--- src/rtl/alarm_pkg.sv ---
// Shared definitions for the alarm controller datapath.
//   tmr_state_e    : countdown timer FSM encodings
//   DEFAULT_CLK_HZ : system clock rate the controller is built for
//   SECONDS_W      : width of every seconds-valued field
//   cnt_width()    : prescaler counter width for a given clock rate
package alarm_pkg;

    localparam int DEFAULT_CLK_HZ = 50_000_000;
    localparam int SECONDS_W      = 4;

    typedef enum logic [1:0] {
        TMR_IDLE   = 2'd0,
        TMR_COUNT  = 2'd1,
        TMR_EXPIRE = 2'd2
    } tmr_state_e;

    // Bits needed to hold 0..clk_hz-1. clk_hz is at least 2, so this is
    // never zero.
    function automatic int cnt_width(input int clk_hz);
        return $clog2(clk_hz);
    endfunction

endpackage

--- src/rtl/tick_divider.sv ---
// Prescaler producing 1 Hz and 0.5 Hz single-cycle enables from the system
// clock. Shared by the countdown timer, fuel pump and siren stages.
// Ports:
//   clock          : system clock, rising edge
//   reset          : synchronous, active-high
//   restart        : realign the divider (cnt and half phase cleared)
//   one_hz_enable  : high for one cycle every CLK_HZ cycles
//   half_hz_enable : high on every second one_hz_enable
module tick_divider
    import alarm_pkg::*;
#(
    parameter int CLK_HZ = DEFAULT_CLK_HZ
) (
    input  logic clock,
    input  logic reset,
    input  logic restart,
    output logic one_hz_enable,
    output logic half_hz_enable
);

    localparam int CNT_W = cnt_width(CLK_HZ);
    localparam logic [CNT_W-1:0] CNT_LAST = CNT_W'(CLK_HZ - 1);

    logic [CNT_W-1:0] cnt;
    logic             half_phase;

    // Decoded from the registered count so the enable is glitch-free and
    // lands exactly CLK_HZ edges after a restart.
    assign one_hz_enable  = (cnt == CNT_LAST);
    assign half_hz_enable = one_hz_enable && half_phase;

    always_ff @(posedge clock) begin
        if (reset) begin
            cnt        <= '0;
            half_phase <= 1'b0;
        end else if (restart) begin
            cnt        <= '0;
            half_phase <= 1'b0;
        end else begin
            if (one_hz_enable) begin
                cnt        <= '0;
                half_phase <= ~half_phase;
            end else begin
                cnt <= cnt + 1'b1;
            end
        end
    end

endmodule

--- src/rtl/countdown_timer.sv ---
// Seconds countdown for the alarm controller. A start pulse loads the
// seconds value and realigns the prescaler; the count then drops once per
// 1 Hz enable and a one-cycle expired pulse marks completion.
// Ports:
//   clock          : system clock, rising edge
//   reset          : synchronous, active-high
//   start_timer    : load value and restart prescaler (level, every edge)
//   value          : countdown length in seconds, sampled only on start
//   expired        : one-cycle pulse when the countdown completes
//   one_hz_enable  : 1 Hz single-cycle enable
//   half_hz_enable : 0.5 Hz single-cycle enable
//   value_display  : seconds remaining
module countdown_timer
    import alarm_pkg::*;
#(
    parameter int CLK_HZ = DEFAULT_CLK_HZ
) (
    input  logic                 clock,
    input  logic                 reset,
    input  logic                 start_timer,
    input  logic [SECONDS_W-1:0] value,
    output logic                 expired,
    output logic                 one_hz_enable,
    output logic                 half_hz_enable,
    output logic [SECONDS_W-1:0] value_display
);

    tmr_state_e           state_q, state_d;
    logic [SECONDS_W-1:0] remaining_q, remaining_d;

    tick_divider #(
        .CLK_HZ (CLK_HZ)
    ) u_tick_divider (
        .clock          (clock),
        .reset          (reset),
        .restart        (start_timer),
        .one_hz_enable  (one_hz_enable),
        .half_hz_enable (half_hz_enable)
    );

    always_ff @(posedge clock) begin
        if (reset) begin
            state_q     <= TMR_IDLE;
            remaining_q <= '0;
        end else begin
            state_q     <= state_d;
            remaining_q <= remaining_d;
        end
    end

    // Start has priority over everything, including a coincident 1 Hz
    // decrement. COUNT is only ever entered with remaining >= 1, so the
    // decrement cannot wrap.
    always_comb begin
        state_d     = state_q;
        remaining_d = remaining_q;
        if (start_timer) begin
            remaining_d = value;
            state_d     = (value == '0) ? TMR_EXPIRE : TMR_COUNT;
        end else begin
            unique case (state_q)
                TMR_IDLE: begin
                    remaining_d = '0;
                end
                TMR_COUNT: begin
                    if (one_hz_enable) begin
                        remaining_d = remaining_q - 1'b1;
                        if (remaining_q == SECONDS_W'(1)) begin
                            state_d = TMR_EXPIRE;
                        end
                    end
                end
                TMR_EXPIRE: begin
                    state_d     = TMR_IDLE;
                    remaining_d = '0;
                end
                default: begin
                    state_d     = TMR_IDLE;
                    remaining_d = '0;
                end
            endcase
        end
    end

    assign expired       = (state_q == TMR_EXPIRE);
    assign value_display = remaining_q;

endmodule
--- config.mk ---
export PLATFORM = sky130hd
export DESIGN_NAME = countdown_timer
export DESIGN_NICKNAME = d
export VERILOG_FILES = /design/src/rtl/alarm_pkg.sv /design/src/rtl/tick_divider.sv /design/src/rtl/countdown_timer.sv
export SDC_FILE = /design/constraint.sdc
export NUM_CORES = 1
export LEC_CHECK = 0
export BUFFER_PORTS_ARGS = -buffer_cell sky130_fd_sc_hd__buf_2
export CAP_MARGIN = 15
export CORE_MARGIN = 4
export CORE_UTILIZATION = 55
export DETAILED_ROUTE_END_ITERATION = 12
export GPL_TIMING_DRIVEN = 0
export HOLD_SLACK_MARGIN = 0.1
export PLACE_DENSITY = 0.74
export SKIP_CTS_REPAIR_TIMING = 1
export SLEW_MARGIN = 20
export SYNTH_ARGS = -nofsm -noshare
export SYNTH_HDL_FRONTEND = slang
export SYNTH_SLANG_ARGS = --single-unit
--- constraint.sdc ---
create_clock -name clock -period 4.36 [get_ports clock]
set_input_delay 0.218 -clock clock [delete_from_list [all_inputs] [get_ports clock]]
set_output_delay 0.218 -clock clock [all_outputs]
set_load 0.1 [all_outputs]
==> results of run 1 <==
[kinds of logic after synthesis]
family	after synthesis
AND/OR/NAND/NOR	98
XOR/XNOR	15
AO/OA/AOI/OAI	38
flip-flops	33
adder cells (fa/ha/maj)	3
buffers and inverters	14
[flip-flops by register name, summed over array words and instances (netlist names)]
name / count
value_display: 4
u_tick_divider.cnt: 26
state_q: 2
u_tick_divider.half_phase: 1
[metal layers]
| layer | vias to the layer above | GRT usage, % |
|---|---|---|
| li1 | 783 | - |
| met1 | 726 | 25.08 |
| met2 | 44 | 33.90 |
| met3 | 6 | 5.329 |
| met4 | 0 | 7.817 |
| met5 | - | 0 |
[through the flow]
step | worst slack, ns | instance area (µm²) | power (mW)
global placement | 2.069 | 1792 | 0.3743
floorplan | 1.609 | 1688 | 0.3621
CTS | 1.622 | 1877 | 0.6162
detailed placement | 2.034 | 1792 | 0.3759
finish | 1.611 | 1877 | 0.6099
global route | 1.359 | 1877 | 0.6343
[where the power goes]
part | internal, mW | total, mW | switching (mW)
Combinational | 0.0155 | 0.0573 | 0.0418
Sequential | 0.306 | 0.312 | 0.00574
Clock | 0.137 | 0.241 | 0.104
[layout make-up]
class | instances | area share, %
clock inverter | 1 | 1.600
inverter | 7 | 1.400
clock buffer | 7 | 2.933
sequential | 33 | 35.20
buffer | 7 | 2.000
timing repair buffer | 13 | 3.467
tap | 31 | 2.067
multi-input combinational | 154 | 51.33
[how the worst max path moves through the flow]
stage                                 startpoint              to
4_1_cts        u_tick_divider.cnt[15]$_SDFF_PP0_  half_hz_enable
6_report       u_tick_divider.cnt[15]$_SDFF_PP0_  half_hz_enable
3_3_place_gp   u_tick_divider.cnt[15]$_SDFF_PP0_  half_hz_enable
2_1_floorplan  u_tick_divider.cnt[15]$_SDFF_PP0_   one_hz_enable
5_1_grt        u_tick_divider.cnt[15]$_SDFF_PP0_  half_hz_enable
3_5_place_dp   u_tick_divider.cnt[15]$_SDFF_PP0_  half_hz_enable
[worst register-to-register path, stage by stage, from the launching register on]
cell                       delay, ns
sky130_fd_sc_hd__dfxtp_1        0.32
sky130_fd_sc_hd__clkbuf_1       0.25
sky130_fd_sc_hd__nand4_1        0.23
sky130_fd_sc_hd__nor4_1         0.69
sky130_fd_sc_hd__a21o_1         0.33
sky130_fd_sc_hd__buf_2          0.28
sky130_fd_sc_hd__nor2_1         0.08
[cell usage in the layout, fill, tap and decap left out, types with 7 or more instances in the layout]
cell / n
sky130_fd_sc_hd__nand4_1: 11
sky130_fd_sc_hd__a21oi_1: 13
sky130_fd_sc_hd__nand3_1: 7
sky130_fd_sc_hd__inv_1: 7
sky130_fd_sc_hd__dfxtp_1: 33
sky130_fd_sc_hd__buf_2: 16
sky130_fd_sc_hd__nand2_1: 15
sky130_fd_sc_hd__or3_1: 12
sky130_fd_sc_hd__o21ai_0: 8
sky130_fd_sc_hd__nor2_1: 21
sky130_fd_sc_hd__xnor2_1: 11
==> insert_results.sql, run 1 <==
INSERT INTO impl_metrics (metric_group, metric, value, unit) VALUES
('synth', 'syn-mean-instance-area', '8.397', 'µm²'),
('floorplanning', 'ioPinCount', '14', ''),
('clocking', 'clock_pin_slew_on_the_worst_setup_and_hold_paths', '0.10', 'ns'),
('worst_hold_path', 'hold_path.startpoint', 'reset', ''),
('detailed_routing', 'route.met2.wl', '1800', 'µm'),
('worst_setup_path', 'critical_path.top_delay_family', 'simple AND/OR/NAND/NOR gates', ''),
('floorplanning', 'fp-row-count', '19', ''),
('synth', 'synth.cell_area', '1688', 'µm²'),
('synth', 'synthesized_area_fraction_occupied_by_ao_oa_aoi_and_oai_cells', '14.60', '%'),
('layout', 'filler_cell_count', '271', ''),
('floorplanning', 'chipHeight', '63.40', 'µm'),
('synth', 'main_combinational_cell_family_by_area_after_synthesis', 'simple AND/OR/NAND/NOR gates', ''),
('detailed_routing', 'drt-vias-per-instance', '6.162', ''),
('timing', 'grt_setup_unrepaired', 'false', ''),
('timing', 'hold_violation_total_from_the_final_report', '0', ''),
('timing', 'setup_tns', '0', 'ns'),
('worst_setup_path', 'timing.critical_path.fanout_max', '7', ''),
('synth', 'async_reset_ff_share', '0', '%'),
('floorplanning', 'fp.dieW', '63.40', 'µm'),
('synth', 'synthesis.nets', '211', ''),
('timing', 'timing_max_transition_violations_final', '0', ''),
('worst_setup_path', 'reg2reg_from', 'u_tick_divider.cnt[15]$_SDFF_PP0_', ''),
('layout', 'fin_nets', '231', ''),
('layout', 'fin_cells', '253', ''),
('placement', 'gp_routability_congestion', '0.8218', ''),
('timing', 'max_freq', '363.8', 'MHz'),
('global_routing', 'first_global_vias', '1492', ''),
('synth', 'synth-warning-count', '0', ''),
('synth', 'synth.most_common_cell', 'sky130_fd_sc_hd__dfxtp_1', ''),
('clocking', 'clock_buffers_created_by_tritoncts', '5', ''),
('timing', 'finalSetupViolations', '0', ''),
('timing', 'worst_hold_slack', '0.1370', 'ns'),
('worst_setup_path', 'cpMaxStageDelayCell', 'sky130_fd_sc_hd__nor4_1', ''),
('synth', 'synth_edf_count', '0', ''),
('placement', 'placedCellCount', '245', ''),
('global_routing', 'grt_first_pass_wirelength', '6637', 'µm'),
('layout', 'fin_util', '65.79', '%'),
('synth', 'synthTopCellsByCount', 'sky130_fd_sc_hd__dfxtp_1, sky130_fd_sc_hd__nor2_1, sky130_fd_sc_hd__nand2_1', ''),
('layout', 'antenna-diode-count', '0', ''),
('layout', 'multi_input_comb_area', '963.4', 'µm²'),
('outcome', 'run_status', 'finished clean', ''),
('detailed_routing', 'wire_per_inst', '14.72', 'µm'),
('synth', 'synth.area.mux_share', '0', '%'),
('clocking', 'clockBufferDepth', '2', ''),
('worst_setup_path', 'timing.critical_path.arrival', '2.53', 'ns'),
('placement', 'placement.io_buffers', '13', ''),
('detailed_routing', 'antenna_violating_nets_post_route', '0', ''),
('worst_setup_path', 'worstPathRequired', '4.14', 'ns'),
('global_routing', 'largest_net_degree_at_the_start_of_global_routing', '11', ''),
('detailed_routing', 'routed_wirelength', '3725', 'µm'),
('power_and_ir_drop', 'pleak', '0.6262', 'nW'),
('power_and_ir_drop', 'p_per_area', '325.0', 'nW/µm²'),
('worst_hold_path', 'holdPathStages', '2', ''),
('floorplanning', 'coreArea', '2853', 'µm²'),
('detailed_routing', 'drt-pass1-iter-count', '4', ''),
('timing', 'least_margin_pin_slew', '0.8210', 'ns'),
('worst_hold_path', 'min-delay-path-class', 'in -> reg', ''),
('timing', 'max-slew-margin-rel', '44.49', '%'),
('power_and_ir_drop', 'max_ir_drop_vdd', '0.0002267', 'V'),
('detailed_routing', 'drt-met1-wl', '1683', 'µm'),
('worst_setup_path', 'cp.buffers_inverters', '2', ''),
('global_routing', 'global_route.overflow_total', '0', ''),
('detailed_routing', 'routed-wl-met3', '185', 'µm'),
('detailed_routing', 'drc', '0', ''),
('floorplanning', 'initial_core_util', '59.17', '%'),
('worst_setup_path', 'worst_r2r_endpoint', 'u_tick_divider.cnt[2]$_SDFF_PP0_', ''),
('synth', 'ys_top_cells_by_area', 'sky130_fd_sc_hd__dfxtp_1, sky130_fd_sc_hd__xnor2_1, sky130_fd_sc_hd__nor2_1', ''),
('synth', 'post_synth_fa_ha_maj_area_fraction', '2.224', '%'),
('worst_setup_path', 'r2r_setup_slack', '2.07', 'ns'),
('detailed_routing', 'initialDrtViolationCount', '111', ''),
('global_routing', 'grt_antenna_before_repair', '0', '');
(Power assumes the default switching activity.)
==> inputs of run 2 (changes only) <==
--- a/config.mk
+++ b/config.mk
@@ -5,6 +5,7 @@
 export SDC_FILE = /design/constraint.sdc
 export NUM_CORES = 1
 export LEC_CHECK = 0
+export ABC_AREA = 1
 export BUFFER_PORTS_ARGS = -buffer_cell sky130_fd_sc_hd__buf_2
 export CAP_MARGIN = 15
 export CORE_MARGIN = 4
==> constraint.sdc (replaced) <==
create_clock -name clock -period 2.85 [get_ports clock]
set_input_delay 0.1425 -clock clock [delete_from_list [all_inputs] [get_ports clock]]
set_output_delay 0.1425 -clock clock [all_outputs]
set_load 0.1 [all_outputs]
==> run 2 against run 1 <==
- sequential share of layout area is 6.3 points lower
- cell count increased by 43%
- synthesized area grew 21%
- clock skew shrank 0.0067 ns
- design area rose by 22%
- setup slack lost 0.86 ns
- hold slack worse by 0.0095 ns
- critical path depth up 1
- critical endpoint is now one_hz_enable
- largest cell class unchanged
==> insert_results.sql, run 2 <==
INSERT INTO impl_metrics (metric_group, metric, value, unit) VALUES
('outcome', 'run_status', 'finished clean', ''),
('worst_hold_path', 'min-delay-path-class', 'in -> reg', ''),
('synth', 'ys_top_cells_by_area', 'sky130_fd_sc_hd__dfxtp_1, sky130_fd_sc_hd__nand2_1, sky130_fd_sc_hd__nor2_1', ''),
('timing', 'worst_hold_slack', '0.1276', 'ns'),
('detailed_routing', 'drt-pass1-iter-count', '4', ''),
('power_and_ir_drop', 'pleak', '0.8755', 'nW'),
('clocking', 'clock_buffers_created_by_tritoncts', '5', ''),
('global_routing', 'grt_antenna_before_repair', '0', ''),
('layout', 'layout-drive-gt1-share', '22.47', '%'),
('worst_setup_path', 'worstPathRequired', '2.71', 'ns'),
('synth', 'syn-instance-count', '295', ''),
('layout', 'top_register', 'u_tick_divider.cnt', ''),
('placement', 'placement.io_buffers', '13', ''),
('synth', 'synthesis.nets', '305', ''),
('timing', 'max-slew-margin-rel', '67.61', '%'),
('layout', 'final_area', '2290', 'µm²'),
('placement', 'gp_routability_congestion', '0.9182', ''),
('layout', 'mostFrequentLayoutCell', 'sky130_fd_sc_hd__nand2_1', ''),
('global_routing', 'global_route.overflow_total', '0', ''),
('floorplanning', 'coreArea', '3468', 'µm²'),
('floorplanning', 'fp-row-count', '21', ''),
('detailed_routing', 'num_vias', '1837', ''),
('floorplanning', 'chipHeight', '68.91', 'µm'),
('synth', 'async_reset_ff_share', '0', '%'),
('timing', 'clock_skew', '0.004184', 'ns'),
('worst_setup_path', 'worst_r2r_endpoint', 'u_tick_divider.cnt[12]$_SDFF_PP0_', ''),
('detailed_routing', 'drc', '0', ''),
('clocking', 'clkLatencyLatePin', '0.29', 'ns'),
('worst_setup_path', 'timing.critical_path.fanout_max', '3', ''),
('global_routing', 'largest_net_degree_at_the_start_of_global_routing', '12', ''),
('layout', 'antenna-diode-count', '0', ''),
('placement', 'placed_area', '2170', 'µm²'),
('worst_setup_path', 'worstSetupPathType', 'reg -> out', ''),
('worst_hold_path', 'hold-path-endpoint', 'state_q[0]$_SDFFE_PP0P_', ''),
('placement', 'placed_wire_length_estimate_after_detailed_placement', '3279', 'µm'),
('timing', 'timing_max_transition_violations_final', '0', ''),
('timing', 'hold_violation_total_from_the_final_report', '0', ''),
('timing', 'grt_setup_unrepaired', 'false', ''),
('worst_setup_path', 'timing.critical_path.arrival', '1.96', 'ns'),
('power_and_ir_drop', 'max_ir_drop_vdd', '0.0003585', 'V'),
('floorplanning', 'ioPinCount', '14', ''),
('detailed_routing', 'antenna_violating_nets_post_route', '0', ''),
('synth', 'synthDominantCellAreaShare', '32.37', '%'),
('worst_setup_path', 'worst-r2r-cell-count', '9', ''),
('clocking', 'cts_max_level', '2', ''),
('synth', 'synth_flop_cell', 'sky130_fd_sc_hd__dfxtp_1', ''),
('synth', 'synth.most_common_cell', 'sky130_fd_sc_hd__nand2_1', ''),
('worst_setup_path', 'critPathLaunchType', 'flip-flop', ''),
('timing', 'post_route_fraction_of_the_period_consumed_by_the_critical_path', '73.68', '%'),
('clocking', 'clock_pin_slew_on_the_worst_setup_and_hold_paths', '0.07', 'ns'),
('clocking', 'clockRootBuffer', 'sky130_fd_sc_hd__clkbuf_8', ''),
('floorplanning', 'die-area', '4749', 'µm²'),
('timing', 'setup_tns', '0', 'ns'),
('layout', 'layout.cells.most_common_list', 'sky130_fd_sc_hd__nand2_1, sky130_fd_sc_hd__nor2_1, sky130_fd_sc_hd__dfxtp_1', ''),
('worst_hold_path', 'holdPathStages', '4', ''),
('layout', 'fin_util', '66.02', '%'),
('synth', 'synth_edf_count', '0', ''),
('timing', 'finalSetupViolations', '0', ''),
('global_routing', 'first_global_vias', '1704', ''),
('detailed_routing', 'initialDrtViolationCount', '72', ''),
('clocking', 'number_of_sinks_driven_by_the_clock_tree', '33', ''),
('clocking', 'tritoncts', 'done', ''),
('synth', 'synth-seq-area-share', '32.37', '%'),
('worst_setup_path', 'r2r_setup_slack', '1.21', 'ns'),
('detailed_routing', 'routed_wirelength', '4180', 'µm'),
('synth', 'synthTopCellsByCount', 'sky130_fd_sc_hd__nand2_1, sky130_fd_sc_hd__nor2_1, sky130_fd_sc_hd__dfxtp_1', ''),
('detailed_routing', 'drt-vias-per-instance', '5.075', ''),
('global_routing', 'overall_routing_resource_usage', '20.26', '%'),
('floorplanning', 'fp.dieW', '68.91', 'µm'),
('timing', 'final.min_clock_period', '2.100', 'ns'),
('layout', 'filler_cell_count', '343', ''),
('layout', 'fin_nets', '325', ''),
('layout', 'areaGrowthSynthToFinish', '12.20', '%'),
('worst_hold_path', 'hold_path.startpoint', 'reset', ''),
('synth', 'syn-mean-instance-area', '6.918', 'µm²'),
('detailed_routing', 'wire_per_inst', '11.55', 'µm'),
('run', 'max_cap_viol_count', '0', ''),
('power_and_ir_drop', 'p_per_area', '459.6', 'nW/µm²'),
('floorplanning', 'initial_core_util', '58.84', '%'),
('worst_setup_path', 'reg2reg_from', 'u_tick_divider.cnt[0]$_SDFF_PP0_', ''),
('synth', 'number_of_distinct_standard_cells_referenced_by_the_synthesized_netlist', '33', ''),
('timing', 'max_freq', '476.2', 'MHz'),
('synth', 'synth.ff_latch_count', '33', ''),
('timing', 'least_margin_pin_slew', '0.4841', 'ns'),
('clocking', 'clockBufferDepth', '2', ''),
('layout', 'flip_flop_count_of_the_largest_register_after_layout', '26', ''),
('global_routing', 'grt_first_pass_wirelength', '7086', 'µm'),
('layout', 'multi_input_comb_area', '1205', 'µm²'),
('synth', 'synth-warning-count', '0', ''),
('synth', 'synth.cell_area', '2041', 'µm²'),
('layout', 'layout.area.seq', '660.6', 'µm²'),
('synth', 'synth_top_area_cell', 'sky130_fd_sc_hd__dfxtp_1', ''),
('worst_setup_path', 'worst_setup_path_end_kind', 'output port', '');
==> run 2: layout make-up <==
cell class	count	share of cell area, %
Buffer	2	1.749
Clock buffer	6	3.607
Clock inverter	2	1.639
Inverter	37	6.175
Multi-Input combinational cell	223	52.62
Sequential cell	33	28.85
Tap cell	46	2.514
Timing Repair Buffer	13	2.842
==> run 2: metal layers <==
layer	vias up	global-route usage, %	share of wire (%)
met3	9	4.538	4.4
met5	-	0	0
li1	960	-	-
met1	827	23.18	45
met2	41	34.88	49
met4	0	10.71	2.0
==> run 2: worst max-delay path: stages, from the launching register on <==
cell	delay (ns)
sky130_fd_sc_hd__dfxtp_1	0.37
sky130_fd_sc_hd__ha_1	0.22
sky130_fd_sc_hd__nand3_2	0.17
sky130_fd_sc_hd__inv_2	0.12
sky130_fd_sc_hd__nand2_2	0.08
sky130_fd_sc_hd__nor4_2	0.26
sky130_fd_sc_hd__buf_2	0.46
==> run 2: report_power, final <==
group	internal (mW)	total (mW)	switching [mW]
Sequential	0.470	0.476	0.00694
Combinational	0.0323	0.118	0.0854
Clock	0.284	0.458	0.174
==> run 2: worst max-delay path by stage <==
| stage | start | cells past startpoint | to | slack [ns] |
|---|---|---|---|---|
| finish | u_tick_divider.cnt[0]$_SDFF_PP0_ | 6 | one_hz_enable | 0.75 |
| global route | u_tick_divider.cnt[0]$_SDFF_PP0_ | 6 | one_hz_enable | 0.63 |
| CTS | u_tick_divider.cnt[0]$_SDFF_PP0_ | 6 | one_hz_enable | 0.74 |
| detailed placement | u_tick_divider.cnt[0]$_SDFF_PP0_ | 6 | one_hz_enable | 1.06 |
| global placement | u_tick_divider.cnt[0]$_SDFF_PP0_ | 6 | one_hz_enable | 1.06 |
| floorplan | u_tick_divider.cnt[0]$_SDFF_PP0_ | 5 | one_hz_enable | 0.12 |
==> run 2: cells by family (layout without fill, tap and decap cells) <==
logic type | after synthesis | after routing | share of synthesized area, %
AND/OR/NAND/NOR | 189 | 189 | 46.17
buffers and inverters | 39 | 60 | 8.891
XOR/XNOR | 10 | 10 | 4.292
adder cells (fa/ha/maj) | 3 | 3 | 1.840
AO/OA/AOI/OAI | 21 | 21 | 6.437
flip-flops | 33 | 33 | 32.37
==> run 2: metrics by stage <==
step           instances  total power [mW]  worst slack (ns)
5_1_grt              362             1.091            0.6266
3_3_place_gp         354            0.6026             1.059
3_5_place_dp         354            0.6047             1.060
4_1_cts              362             1.060            0.7376
2_1_floorplan        295            0.5817            0.1182
6_report             362             1.052            0.7502
==> inputs of run 3 (changes only) <==
--- a/config.mk
+++ b/config.mk
@@ -9,11 +9,11 @@
 export BUFFER_PORTS_ARGS = -buffer_cell sky130_fd_sc_hd__buf_2
 export CAP_MARGIN = 15
 export CORE_MARGIN = 4
-export CORE_UTILIZATION = 55
+export CORE_UTILIZATION = 54
 export DETAILED_ROUTE_END_ITERATION = 12
 export GPL_TIMING_DRIVEN = 0
 export HOLD_SLACK_MARGIN = 0.1
-export PLACE_DENSITY = 0.74
+export PLACE_DENSITY = 0.75
 export SKIP_CTS_REPAIR_TIMING = 1
 export SLEW_MARGIN = 20
 export SYNTH_ARGS = -nofsm -noshare
==> constraint.sdc (replaced) <==
create_clock -name clock -period 1.7 [get_ports clock]
set_input_delay 0.085 -clock clock [delete_from_list [all_inputs] [get_ports clock]]
set_output_delay 0.085 -clock clock [all_outputs]
set_load 0.1 [all_outputs]
==> run 3 against run 2 <==
- the flow now finishes with violations (negative setup slack)
- sequential share of layout area decreased by 0.33 points
- core utilization decreased by 0.47 points
- global-route usage decreased by 0.81 points
- critical path depth unchanged
- register-to-register slack got worse by 1.0 ns
- design area increased by 4.8%
- cell count increased by 1.4%
==> insert_results.sql, run 3 (synthesis gave the netlist of run 2 again) <==
INSERT INTO impl_metrics (metric_group, metric, value, unit) VALUES
('layout', 'layout-drive-gt1-share', '30.41', '%'),
('layout', 'fin_nets', '329', ''),
('detailed_routing', 'wire_per_inst', '12.22', 'µm'),
('global_routing', 'grt_antenna_before_repair', '0', ''),
('power_and_ir_drop', 'sequentialPowerShare', '49.9', '%'),
('detailed_routing', 'initialDrtViolationCount', '173', ''),
('timing', 'hold_violation_total_from_the_final_report', '0', ''),
('timing', 'worst_hold_slack', '0.08948', 'ns'),
('detailed_routing', 'drt-vias-per-instance', '5.068', ''),
('layout', 'mostFrequentLayoutCell', 'sky130_fd_sc_hd__nand2_1', ''),
('timing', 'finalSetupViolations', '1', ''),
('layout', 'flip_flop_count_of_the_largest_register_after_layout', '26', ''),
('outcome', 'violations', 'negative setup slack', ''),
('global_routing', 'global_route.overflow_total', '0', ''),
('detailed_routing', 'drc', '0', ''),
('detailed_routing', 'num_vias', '1860', ''),
('timing', 'clock_skew', '0.005340', 'ns'),
('power_and_ir_drop', 'power_frac_clock', '37.6', '%'),
('worst_setup_path', 'timing.critical_path.arrival', '1.63', 'ns'),
('timing', 'final.min_clock_period', '1.715', 'ns'),
('clocking', 'cts_max_level', '2', ''),
('run', 'max_cap_viol_count', '0', ''),
('placement', 'placed_area', '2205', 'µm²'),
('worst_hold_path', 'min-delay-path-class', 'in -> reg', ''),
('worst_setup_path', 'worstPathRequired', '1.62', 'ns'),
('global_routing', 'largest_net_degree_at_the_start_of_global_routing', '11', ''),
('detailed_routing', 'drt-pass1-iter-count', '4', ''),
('timing', 'grt_setup_unrepaired', 'true', ''),
('layout', 'antenna-diode-count', '0', ''),
('placement', 'placed_wire_length_estimate_after_detailed_placement', '3232', 'µm'),
('floorplanning', 'chipHeight', '69.48', 'µm'),
('layout', 'fin_cells', '367', ''),
('global_routing', 'overall_routing_resource_usage', '19.45', '%'),
('floorplanning', 'fp.dieW', '69.48', 'µm'),
('timing', 'setup_tns', '-0.01525', 'ns'),
('power_and_ir_drop', 'p_per_area', '666.1', 'nW/µm²'),
('placement', 'placement.io_buffers', '13', ''),
('power_and_ir_drop', 'max_ir_drop_vdd', '0.0005383', 'V'),
('floorplanning', 'die-area', '4827', 'µm²'),
('clocking', 'number_of_sinks_driven_by_the_clock_tree', '33', ''),
('worst_setup_path', 'worstSetupPathType', 'reg -> out', ''),
('layout', 'areaGrowthSynthToFinish', '17.60', '%'),
('worst_setup_path', 'timing.critical_path.fanout_max', '5', ''),
('clocking', 'clockBufferDepth', '2', ''),
('layout', 'top_register', 'u_tick_divider.cnt', ''),
('timing', 'post_route_fraction_of_the_period_consumed_by_the_critical_path', '100.9', '%'),
('clocking', 'clkLatencyLatePin', '0.29', 'ns'),
('power_and_ir_drop', 'p_switching', '0.4383', 'mW'),
('outcome', 'run_status', 'complete, but fails checks', ''),
('clocking', 'tritoncts', 'done', ''),
('detailed_routing', 'routed_wirelength', '4485', 'µm'),
('power_and_ir_drop', 'proportion_of_power_drawn_by_combinational_gates', '12.5', '%'),
('clocking', 'clockRootBuffer', 'sky130_fd_sc_hd__clkbuf_8', ''),
('layout', 'layout.cells.most_common_list', 'sky130_fd_sc_hd__nand2_1, sky130_fd_sc_hd__nor2_1, sky130_fd_sc_hd__inv_1', ''),
('floorplanning', 'initial_core_util', '55.74', '%'),
('layout', 'fin_util', '65.55', '%'),
('worst_setup_path', 'worst_setup_path_end_kind', 'output port', ''),
('power_and_ir_drop', 'design_power_total', '1.599', 'mW'),
('detailed_routing', 'antenna_violating_nets_post_route', '0', ''),
('floorplanning', 'fp-row-count', '22', ''),
('timing', 'setup_slack', '-0.01525', 'ns'),
('timing', 'max_freq', '583.0', 'MHz'),
('global_routing', 'grt_first_pass_wirelength', '7624', 'µm'),
('clocking', 'clock_buffers_created_by_tritoncts', '5', ''),
('power_and_ir_drop', 'power_switching_share', '27.42', '%'),
('placement', 'placedCellCount', '356', ''),
('floorplanning', 'ioPinCount', '14', ''),
('clocking', 'clock_pin_slew_on_the_worst_setup_and_hold_paths', '0.06', 'ns'),
('power_and_ir_drop', 'cell_internal_pwr', '1.160', 'mW'),
('global_routing', 'first_global_vias', '1777', ''),
('timing', 'least_margin_pin_slew', '0.4786', 'ns'),
('placement', 'gp_routability_congestion', '0.9587', ''),
('timing', 'timing_max_transition_violations_final', '0', ''),
('placement', 'placement.setup.worst_slack', '0.07019', 'ns'),
('timing', 'max-slew-margin-rel', '67.98', '%'),
('worst_setup_path', 'critPathLaunchType', 'flip-flop', ''),
('floorplanning', 'coreArea', '3661', 'µm²'),
('power_and_ir_drop', 'pleak', '0.9346', 'nW'),
('layout', 'final_area', '2400', 'µm²');
-- run 3: cell types whose count changed in the layout (fill, tap and decap cells not counted), moves of 2 or more --
cell / delta
sky130_fd_sc_hd__dfxtp_4: +3
sky130_fd_sc_hd__nand2_1: -2
sky130_fd_sc_hd__dfxtp_2: +10
sky130_fd_sc_hd__nand2_4: +2
sky130_fd_sc_hd__buf_4: +4
sky130_fd_sc_hd__inv_1: -3
sky130_fd_sc_hd__nor2_2: +3
sky130_fd_sc_hd__dfxtp_1: -13
sky130_fd_sc_hd__buf_2: -2
sky130_fd_sc_hd__nor2_1: -4
sky130_fd_sc_hd__inv_2: +2
-- run 3: layout make-up --
class	count	area (µm²)
Tap cell	48	60.06
Sequential cell	33	684.4
Timing Repair Buffer	17	116.4
Fill cell	331	1261
Multi-Input combinational cell	223	1269
Clock buffer	7	86.33
Buffer	2	40.04
Inverter	37	143.9
-- run 3: worst paths after layout --
path                                          start  depth (start not counted)                               end  slack (ns)
setup / recovery  u_tick_divider.cnt[17]$_SDFF_PP0_                          6                     one_hz_enable       -0.02
hold / removal                                reset                          4           state_q[0]$_SDFFE_PP0P_        0.09
setup reg to reg   u_tick_divider.cnt[0]$_SDFF_PP0_                         10           state_q[0]$_SDFFE_PP0P_        0.20
hold reg to reg    u_tick_divider.cnt[0]$_SDFF_PP0_                          1  u_tick_divider.cnt[0]$_SDFF_PP0_        0.44
-- run 3: metal layers --
layer  part of all wire (%)  up-vias  global-route usage (%)
met2                     48       47                   30.72
li1                       -      970                       -
met1                     45      833                   24.25
met3                    4.6       10                   5.072
met5                      0        -                       0
met4                    2.4        0                   9.978
-- run 3: power by group through the flow --
| stage | registers [mW] | clock network [mW] | logic (mW) |
|---|---|---|---|
| floorplan | 0.876 | 0 | 0.102 |
| global placement | 0.819 | 0 | 0.195 |
| detailed placement | 0.819 | 0 | 0.198 |
| CTS | 0.802 | 0.615 | 0.200 |
| global route | 0.799 | 0.650 | 0.218 |
| finish | 0.798 | 0.602 | 0.199 |
-- run 3: worst max-delay path, stage by stage (launching register included) --
cell and delay, ns:
sky130_fd_sc_hd__dfxtp_4 0.37, sky130_fd_sc_hd__inv_2 0.04, sky130_fd_sc_hd__nor2_1 0.08, sky130_fd_sc_hd__nand4_1 0.16
sky130_fd_sc_hd__buf_4 0.19, sky130_fd_sc_hd__nor4_4 0.25, sky130_fd_sc_hd__buf_6 0.26
